===== src/rtl/reg_rename_file_if.sv =====
// Bus bundle for reg_rename_file: issue/commit/flush controls, flattened read ports and RoB query.
// master = surrounding pipeline (decoder/RoB/RS), slave = the register file itself.
interface reg_rename_file_if #(
  parameter int XLEN  = 32,
  parameter int NREG  = 32,
  parameter int TAG_W = 4,
  parameter int NRD   = 2
);
  localparam int RW = $clog2(NREG);

  logic                 rdy;
  logic                 flush;
  logic [TAG_W-1:0]     issue_rob_id;
  logic [RW-1:0]        issue_rd;
  logic [TAG_W-1:0]     commit_rob_id;
  logic [RW-1:0]        commit_rd;
  logic [XLEN-1:0]      commit_value;
  logic [NRD*RW-1:0]    rd_addr;
  logic [NRD*TAG_W-1:0] ask_rob_id;
  logic [NRD*XLEN-1:0]  rob_value;
  logic [NRD-1:0]       rob_ready;
  logic [NRD*XLEN-1:0]  rd_value;
  logic [NRD-1:0]       rd_has_dep;
  logic [NRD*TAG_W-1:0] rd_dep_id;
  logic [RW:0]          dep_count;

  modport master (
    output rdy, flush, issue_rob_id, issue_rd, commit_rob_id, commit_rd, commit_value,
           rd_addr, rob_value, rob_ready,
    input  ask_rob_id, rd_value, rd_has_dep, rd_dep_id, dep_count
  );

  modport slave (
    input  rdy, flush, issue_rob_id, issue_rd, commit_rob_id, commit_rd, commit_value,
           rd_addr, rob_value, rob_ready,
    output ask_rob_id, rd_value, rd_has_dep, rd_dep_id, dep_count
  );
endinterface


===== src/rtl/reg_rename_file.sv =====
// Architectural register file with rename-tag tracking, mispredict flush, hardwired x0 and a
// live-tag counter. Optional same-cycle commit forwarding is enabled by REGFILE_COMMIT_BYPASS_EN.
module reg_rename_file #(
  parameter int XLEN  = 32,
  parameter int NREG  = 32,
  parameter int TAG_W = 4,
  parameter int NRD   = 2
) (
  input  logic             clk,
  input  logic             rst,
  reg_rename_file_if.slave bus
);
  localparam int RW = $clog2(NREG);

  logic [XLEN-1:0]  regs_q [NREG];
  logic [XLEN-1:0]  regs_d [NREG];
  logic [TAG_W-1:0] tag_q  [NREG];
  logic [TAG_W-1:0] tag_d  [NREG];
  logic [NREG-1:0]  busy_q, busy_d;
  logic [RW:0]      cnt_q, cnt_d;

  logic             issue_v, commit_v, commit_match;
  logic             cnt_set, cnt_clr;
  logic [RW-1:0]    r_idx  [NRD];
  logic [NRD-1:0]   byp_hit;

  // NOTE: combinational blocks use blocking '=' and assign every output a default first,
  // so no path through the block can leave a value held (which would infer a latch).
  always_comb begin
    issue_v      = (bus.issue_rob_id != '0) && (bus.issue_rd != '0);
    commit_v     = (bus.commit_rob_id != '0) && (bus.commit_rd != '0);
    commit_match = commit_v && busy_q[bus.commit_rd] &&
                   (tag_q[bus.commit_rd] == bus.commit_rob_id);
    // Re-issuing a busy register keeps it busy; an issue on the committing register wins over the clear.
    cnt_set      = issue_v && !busy_q[bus.issue_rd];
    cnt_clr      = commit_match && !(issue_v && (bus.issue_rd == bus.commit_rd));
  end

  always_comb begin
    regs_d = regs_q;
    tag_d  = tag_q;
    busy_d = busy_q;
    cnt_d  = cnt_q;
    if (bus.rdy) begin
      if (commit_v) begin
        regs_d[bus.commit_rd] = bus.commit_value;
        if (commit_match) begin
          busy_d[bus.commit_rd] = 1'b0;
          tag_d[bus.commit_rd]  = '0;
        end
      end
      if (bus.flush) begin
        busy_d = '0;
        for (int i = 0; i < NREG; i++) tag_d[i] = '0;
        cnt_d  = '0;
      end else begin
        if (issue_v) begin
          busy_d[bus.issue_rd] = 1'b1;
          tag_d[bus.issue_rd]  = bus.issue_rob_id;
        end
        cnt_d = cnt_q + {{RW{1'b0}}, cnt_set} - {{RW{1'b0}}, cnt_clr};
      end
    end
  end

  // NOTE: sequential state uses non-blocking '<='; the register array is reset here too because
  // x0..xN must read as zero straight after reset, not whatever the storage powered up with.
  always_ff @(posedge clk) begin
    if (!rst) begin
      for (int i = 0; i < NREG; i++) begin
        regs_q[i] <= '0;
        tag_q[i]  <= '0;
      end
      busy_q <= '0;
      cnt_q  <= '0;
    end else begin
      regs_q <= regs_d;
      tag_q  <= tag_d;
      busy_q <= busy_d;
      cnt_q  <= cnt_d;
    end
  end

  // Read ports see the pre-issue mapping, so a same-cycle rename of the source is not visible.
  always_comb begin
    bus.ask_rob_id = '0;
    bus.rd_value   = '0;
    bus.rd_has_dep = '0;
    bus.rd_dep_id  = '0;
    byp_hit        = '0;
    for (int p = 0; p < NRD; p++) begin
      r_idx[p] = bus.rd_addr[p*RW +: RW];
`ifdef REGFILE_COMMIT_BYPASS_EN
      byp_hit[p] = (bus.commit_rd == r_idx[p]) && (bus.commit_rob_id == tag_q[r_idx[p]]);
`else
      byp_hit[p] = 1'b0;
`endif
      if (r_idx[p] == '0) begin
        bus.rd_value[p*XLEN +: XLEN] = '0;
      end else if (!busy_q[r_idx[p]]) begin
        bus.rd_value[p*XLEN +: XLEN] = regs_q[r_idx[p]];
      end else begin
        bus.ask_rob_id[p*TAG_W +: TAG_W] = tag_q[r_idx[p]];
        if (byp_hit[p]) begin
          bus.rd_value[p*XLEN +: XLEN] = bus.commit_value;
        end else if (bus.rob_ready[p]) begin
          bus.rd_value[p*XLEN +: XLEN] = bus.rob_value[p*XLEN +: XLEN];
        end else begin
          bus.rd_has_dep[p]               = 1'b1;
          bus.rd_dep_id[p*TAG_W +: TAG_W] = tag_q[r_idx[p]];
        end
      end
    end
  end

  assign bus.dep_count = cnt_q;

  cnt_matches_busy: assert property (@(posedge clk) disable iff (!rst)
    bus.dep_count == ($countones(busy_q) & {(RW+1){1'b1}}));

  x0_never_busy: assert property (@(posedge clk) disable iff (!rst) !busy_q[0]);
endmodule

===== src/flat_wrapper.sv =====
// flat-port wrapper written by rule: the top's interface ports become plain ports
module reg_rename_file_flat 
#(
  parameter int XLEN  = 32,
  parameter int NREG  = 32,
  parameter int TAG_W = 4,
  parameter int NRD   = 2
)
  (clk, rst, bus_rdy, bus_flush, bus_issue_rob_id, bus_issue_rd, bus_commit_rob_id, bus_commit_rd, bus_commit_value, bus_rd_addr, bus_rob_value, bus_rob_ready, bus_ask_rob_id, bus_rd_value, bus_rd_has_dep, bus_rd_dep_id, bus_dep_count);
  reg_rename_file_if #(.XLEN(XLEN), .NREG(NREG), .TAG_W(TAG_W), .NRD(NRD)) bus_i ();
  input  logic clk;
  input  logic rst;
  input wire logic [$bits(bus_i.rdy)-1:0] bus_rdy;
  input wire logic [$bits(bus_i.flush)-1:0] bus_flush;
  input wire logic [$bits(bus_i.issue_rob_id)-1:0] bus_issue_rob_id;
  input wire logic [$bits(bus_i.issue_rd)-1:0] bus_issue_rd;
  input wire logic [$bits(bus_i.commit_rob_id)-1:0] bus_commit_rob_id;
  input wire logic [$bits(bus_i.commit_rd)-1:0] bus_commit_rd;
  input wire logic [$bits(bus_i.commit_value)-1:0] bus_commit_value;
  input wire logic [$bits(bus_i.rd_addr)-1:0] bus_rd_addr;
  input wire logic [$bits(bus_i.rob_value)-1:0] bus_rob_value;
  input wire logic [$bits(bus_i.rob_ready)-1:0] bus_rob_ready;
  output wire logic [$bits(bus_i.ask_rob_id)-1:0] bus_ask_rob_id;
  output wire logic [$bits(bus_i.rd_value)-1:0] bus_rd_value;
  output wire logic [$bits(bus_i.rd_has_dep)-1:0] bus_rd_has_dep;
  output wire logic [$bits(bus_i.rd_dep_id)-1:0] bus_rd_dep_id;
  output wire logic [$bits(bus_i.dep_count)-1:0] bus_dep_count;
  assign bus_i.rdy = bus_rdy;
  assign bus_i.flush = bus_flush;
  assign bus_i.issue_rob_id = bus_issue_rob_id;
  assign bus_i.issue_rd = bus_issue_rd;
  assign bus_i.commit_rob_id = bus_commit_rob_id;
  assign bus_i.commit_rd = bus_commit_rd;
  assign bus_i.commit_value = bus_commit_value;
  assign bus_i.rd_addr = bus_rd_addr;
  assign bus_i.rob_value = bus_rob_value;
  assign bus_i.rob_ready = bus_rob_ready;
  assign bus_ask_rob_id = bus_i.ask_rob_id;
  assign bus_rd_value = bus_i.rd_value;
  assign bus_rd_has_dep = bus_i.rd_has_dep;
  assign bus_rd_dep_id = bus_i.rd_dep_id;
  assign bus_dep_count = bus_i.dep_count;
  reg_rename_file #(.XLEN(XLEN), .NREG(NREG), .TAG_W(TAG_W), .NRD(NRD)) u_core (.clk(clk), .rst(rst), .bus(bus_i));
endmodule

===== config.mk =====
export PLATFORM = sky130hd
export DESIGN_NAME = reg_rename_file_flat
export DESIGN_NICKNAME = d
export VERILOG_FILES = /design/src/rtl/reg_rename_file_if.sv /design/src/rtl/reg_rename_file.sv /design/src/flat_wrapper.sv
export SDC_FILE = /design/constraint.sdc
export NUM_CORES = 2
export LEC_CHECK = 0
export BUFFER_PORTS_ARGS = -buffer_cell sky130_fd_sc_hd__buf_2
export CAP_MARGIN = 20
export CORE_MARGIN = 2
export CORE_UTILIZATION = 40
export CTS_CLUSTER_DIAMETER = 40
export CTS_CLUSTER_SIZE = 24
export DETAILED_ROUTE_END_ITERATION = 7
export GPL_ROUTABILITY_DRIVEN = 0
export PLACE_DENSITY = 0.63
export SLEW_MARGIN = 30
export SYNTH_ARGS = -nofsm -noshare
export SYNTH_HDL_FRONTEND = slang
export SYNTH_SLANG_ARGS = --single-unit
export TNS_END_PERCENT = 20

===== constraint.sdc =====
create_clock -name clk -period 4.45 [get_ports clk]
set_input_delay 0.89 -clock clk [delete_from_list [all_inputs] [get_ports clk]]
set_output_delay 0.89 -clock clk [all_outputs]
set_load 0.1 [all_outputs]

==> results.txt <==
outcome: finished, final reports clean
Synth Net Count: 6814
slew at the pin with the worst max-slew slack: 1040 ps
full die area: 0.167 mm^2
clock slew at reported path FFs: 60 ps
Final Setup Violations: 0
relative slew slack: 0.303
Switching Power: 7.17 mW
hpwl dp: 155 mm
ys flop type: dfxtp_1
first-pass GRT wire length: 369 mm
crit-path max FO: 32
Cell Chain, Critical Path: buf_8, buf_12, buf_16, buf_12, mux4_2, mux4_2, mux2i_1, buf_4, o21ai_4, buf_12
largest cells by area after synthesis: dfxtp_1, mux4_2, nand2_1, a21boi_0, clkbuf_1
Vias: 56.5k
RSZ-0062 raised after global routing: true
CP arrival: 3550 ps
vias in the first global route: 53.9k
Post-synth EDFFs: 0
clk_skew: 40.1 ps
LEAKAGE: 26.3 nW
sequential fraction of the synthesis area: 0.365
DRT Pass-1 Iters: 6
num rows: 148
combinational fraction of design power: 0.079
I/O pins: 218
Setup crit start kind: input port
filler cell count: 14.8k
Hold Fails Final Rpt: 0
worst skew pair latency: 830 ps
fin util: 0.478
Worst path slowest cell: mux4_2
worst min-delay path class: flip-flop to flip-flop
Starting DRT DRC Count: 7714
Critical Path Max Stage Delay: 530 ps
critical path class: input port to output pin
nets: 6854
Sw Share: 0.263
share of layout cells above drive strength 1: 0.258
CTS sink count: 1190
f_max: 225 MHz
synthesized cell area: 0.0654 mm^2
CTS H-tree depth: 4
gr usage total: 0.299
post-synthesis cell count: 6677
Synth async-reset ratio: 0
Final ANT Viol Nets: 0
Max Slew Vio Count: 0
IO Port Bufs: 217
Most common cell on crit path: buf_12
P per Cell Area: 350 mW/mm^2
register share of total power: 0.397
Worst VDD drop: 0.404 mV
WL final: 256 mm
Root Driver: clkbuf_16
post-synth top area share: 0.365
#FFs+latches synth: 1190
Tcrit/Tclk final: 0.997
Clk pwr share: 0.524
clk buf depth: 3
Critical Path RT: 3560 ps
MaxCap Viol Count: 0
Hold Slack: 475 ps
largest net degree at the start of global routing: 261
Synth area leader: dfxtp_1
CTS tree: yes
YS warnings: 0
core region area: 0.163 mm^2
routed len/inst: 28.3 um
Starting Density: 0.402
Int Power: 20.0 mW
synth unique cells: 71
crit end category: output pin
DR vias/cell: 6.25
number of CTS-inserted buffers: 176
remaining routing DRC violations: 0
Horiz. Die Dim: 408 um
Die Span Y: 408 um
Final min period: 4440 ps
antenna violations before repair: 14
mean post-synth cell area: 9.79 um^2
Congestion Overflow GR: 0
area growth from synthesis to layout: 18.9%
## flip-flops by register name, indices dropped and copies added (netlist names)
name and cells:
u_core.regs_q 1024, u_core.bus.dep_count 6, u_core.tag_q 128, u_core.busy_q 32
## critical path, delay by kind of cell
kind            cells  cell delay [ps]
mux                 3             1250
buf+inv             6             1250
compound gates      1               60
## cell usage after synthesis (20+ instances only)
master,number
a21boi_0,996
a21o_1,37
a21oi_1,38
a221o_1,20
a22o_1,36
a2bb2o_1,23
and2_1,52
and3_1,33
buf_1,70
buf_2,33
clkbuf_1,568
dfxtp_1,1190
inv_1,36
mux2i_1,132
mux4_2,757
nand2_1,2133
nand3_1,26
nor2_1,131
o21ai_0,100
o22ai_1,36
## final timing paths
kind	from	end	slack, ps	cells after the start
max	bus_rd_addr[5]	bus_rd_value[41]	10	10
min	u_core.regs_q[564]	u_core.regs_q[564]	470	2
max reg2reg	u_core.tag_q[49]	u_core.bus.dep_count[4]	610	17
min reg2reg	u_core.regs_q[564]	u_core.regs_q[564]	470	2
## metrics by stage
stage               area (um^2)  power [mW]  TNS [ps]  worst slack [ps]  cells
finish                    77700        27.2         0              11.5   9043
global route              77700        27.9      -348             -94.3   9043
CTS                       77700        27.3         0              1.52   9040
detailed placement        71500        13.1      -838              -288   8708
global placement          71400        13.1     -3690              -314   8706
floorplan                 65700        12.3    -19520              -558   6677
## cells in the final DEF (no fill, tap or decap), types with 20 or more instances in the layout
cell type / instances
inv_6: 31
nand2_1: 2111
inv_1: 36
buf_4: 252
buf_12: 127
a21boi_0: 995
dfxtp_1: 1188
o22ai_1: 36
a2bb2o_1: 23
o21ai_0: 41
a21o_1: 37
nor2_4: 30
buf_2: 142
a22o_1: 36
and3_1: 33
clkinvlp_4: 23
clkbuf_16: 181
mux2i_1: 129
a21oi_1: 36
a221o_1: 20
nor2_1: 93
nand2_2: 22
and2_1: 49
o21ai_2: 43
mux4_2: 757
## layout make-up
type	instances	area (um^2)	share of cell area
Clock inverter	118	1310	0.0169
Clock buffer	209	4740	0.0611
Antenna cell	2	5.00	0.0000644
Timing Repair Buffer	538	5420	0.0698
Inverter	36	135	0.00174
Multi-Input combinational cell	4775	39500	0.509
Tap cell	2175	2720	0.0350
Sequential cell	1190	23800	0.307
## what timing repair did
action	4_1_cts	5_1_grt
buffers inserted	5	0
resized for setup	25	2
setup endpoints to repair	45	8
hold buffers	0	0
pin swaps	2	0
## layer usage
| metal | share of wire | global-route usage | up-vias |
|---|---|---|---|
| li1 | - | - | 23992 |
| met1 | 0.38 | 0.392 | 27935 |
| met2 | 0.44 | 0.454 | 3733 |
| met3 | 0.12 | 0.0794 | 846 |
| met4 | 0.059 | 0.154 | 6 |
| met5 | 0.00014 | 0 | - |
## logic make-up after synthesis
logic type / after synthesis / synth area share
xor+xnor: 10 / 0.00134
flops: 1190 / 0.365
mux: 896 / 0.282
compound gates: 1380 / 0.156
fa+ha+maj: 7 / 0.00146
buf+inv: 712 / 0.0419
simple gates: 2482 / 0.153
## power by group through the flow
stage | registers (mW) | clock network (mW) | logic [mW]
floorplan | 11.0 | 0 | 1.34
global placement | 11.0 | 0 | 2.09
detailed placement | 11.0 | 0 | 2.10
CTS | 10.8 | 14.4 | 2.11
global route | 10.8 | 14.8 | 2.23
finish | 10.8 | 14.3 | 2.15
No activity file was read; power rests on OpenSTA's default activity.
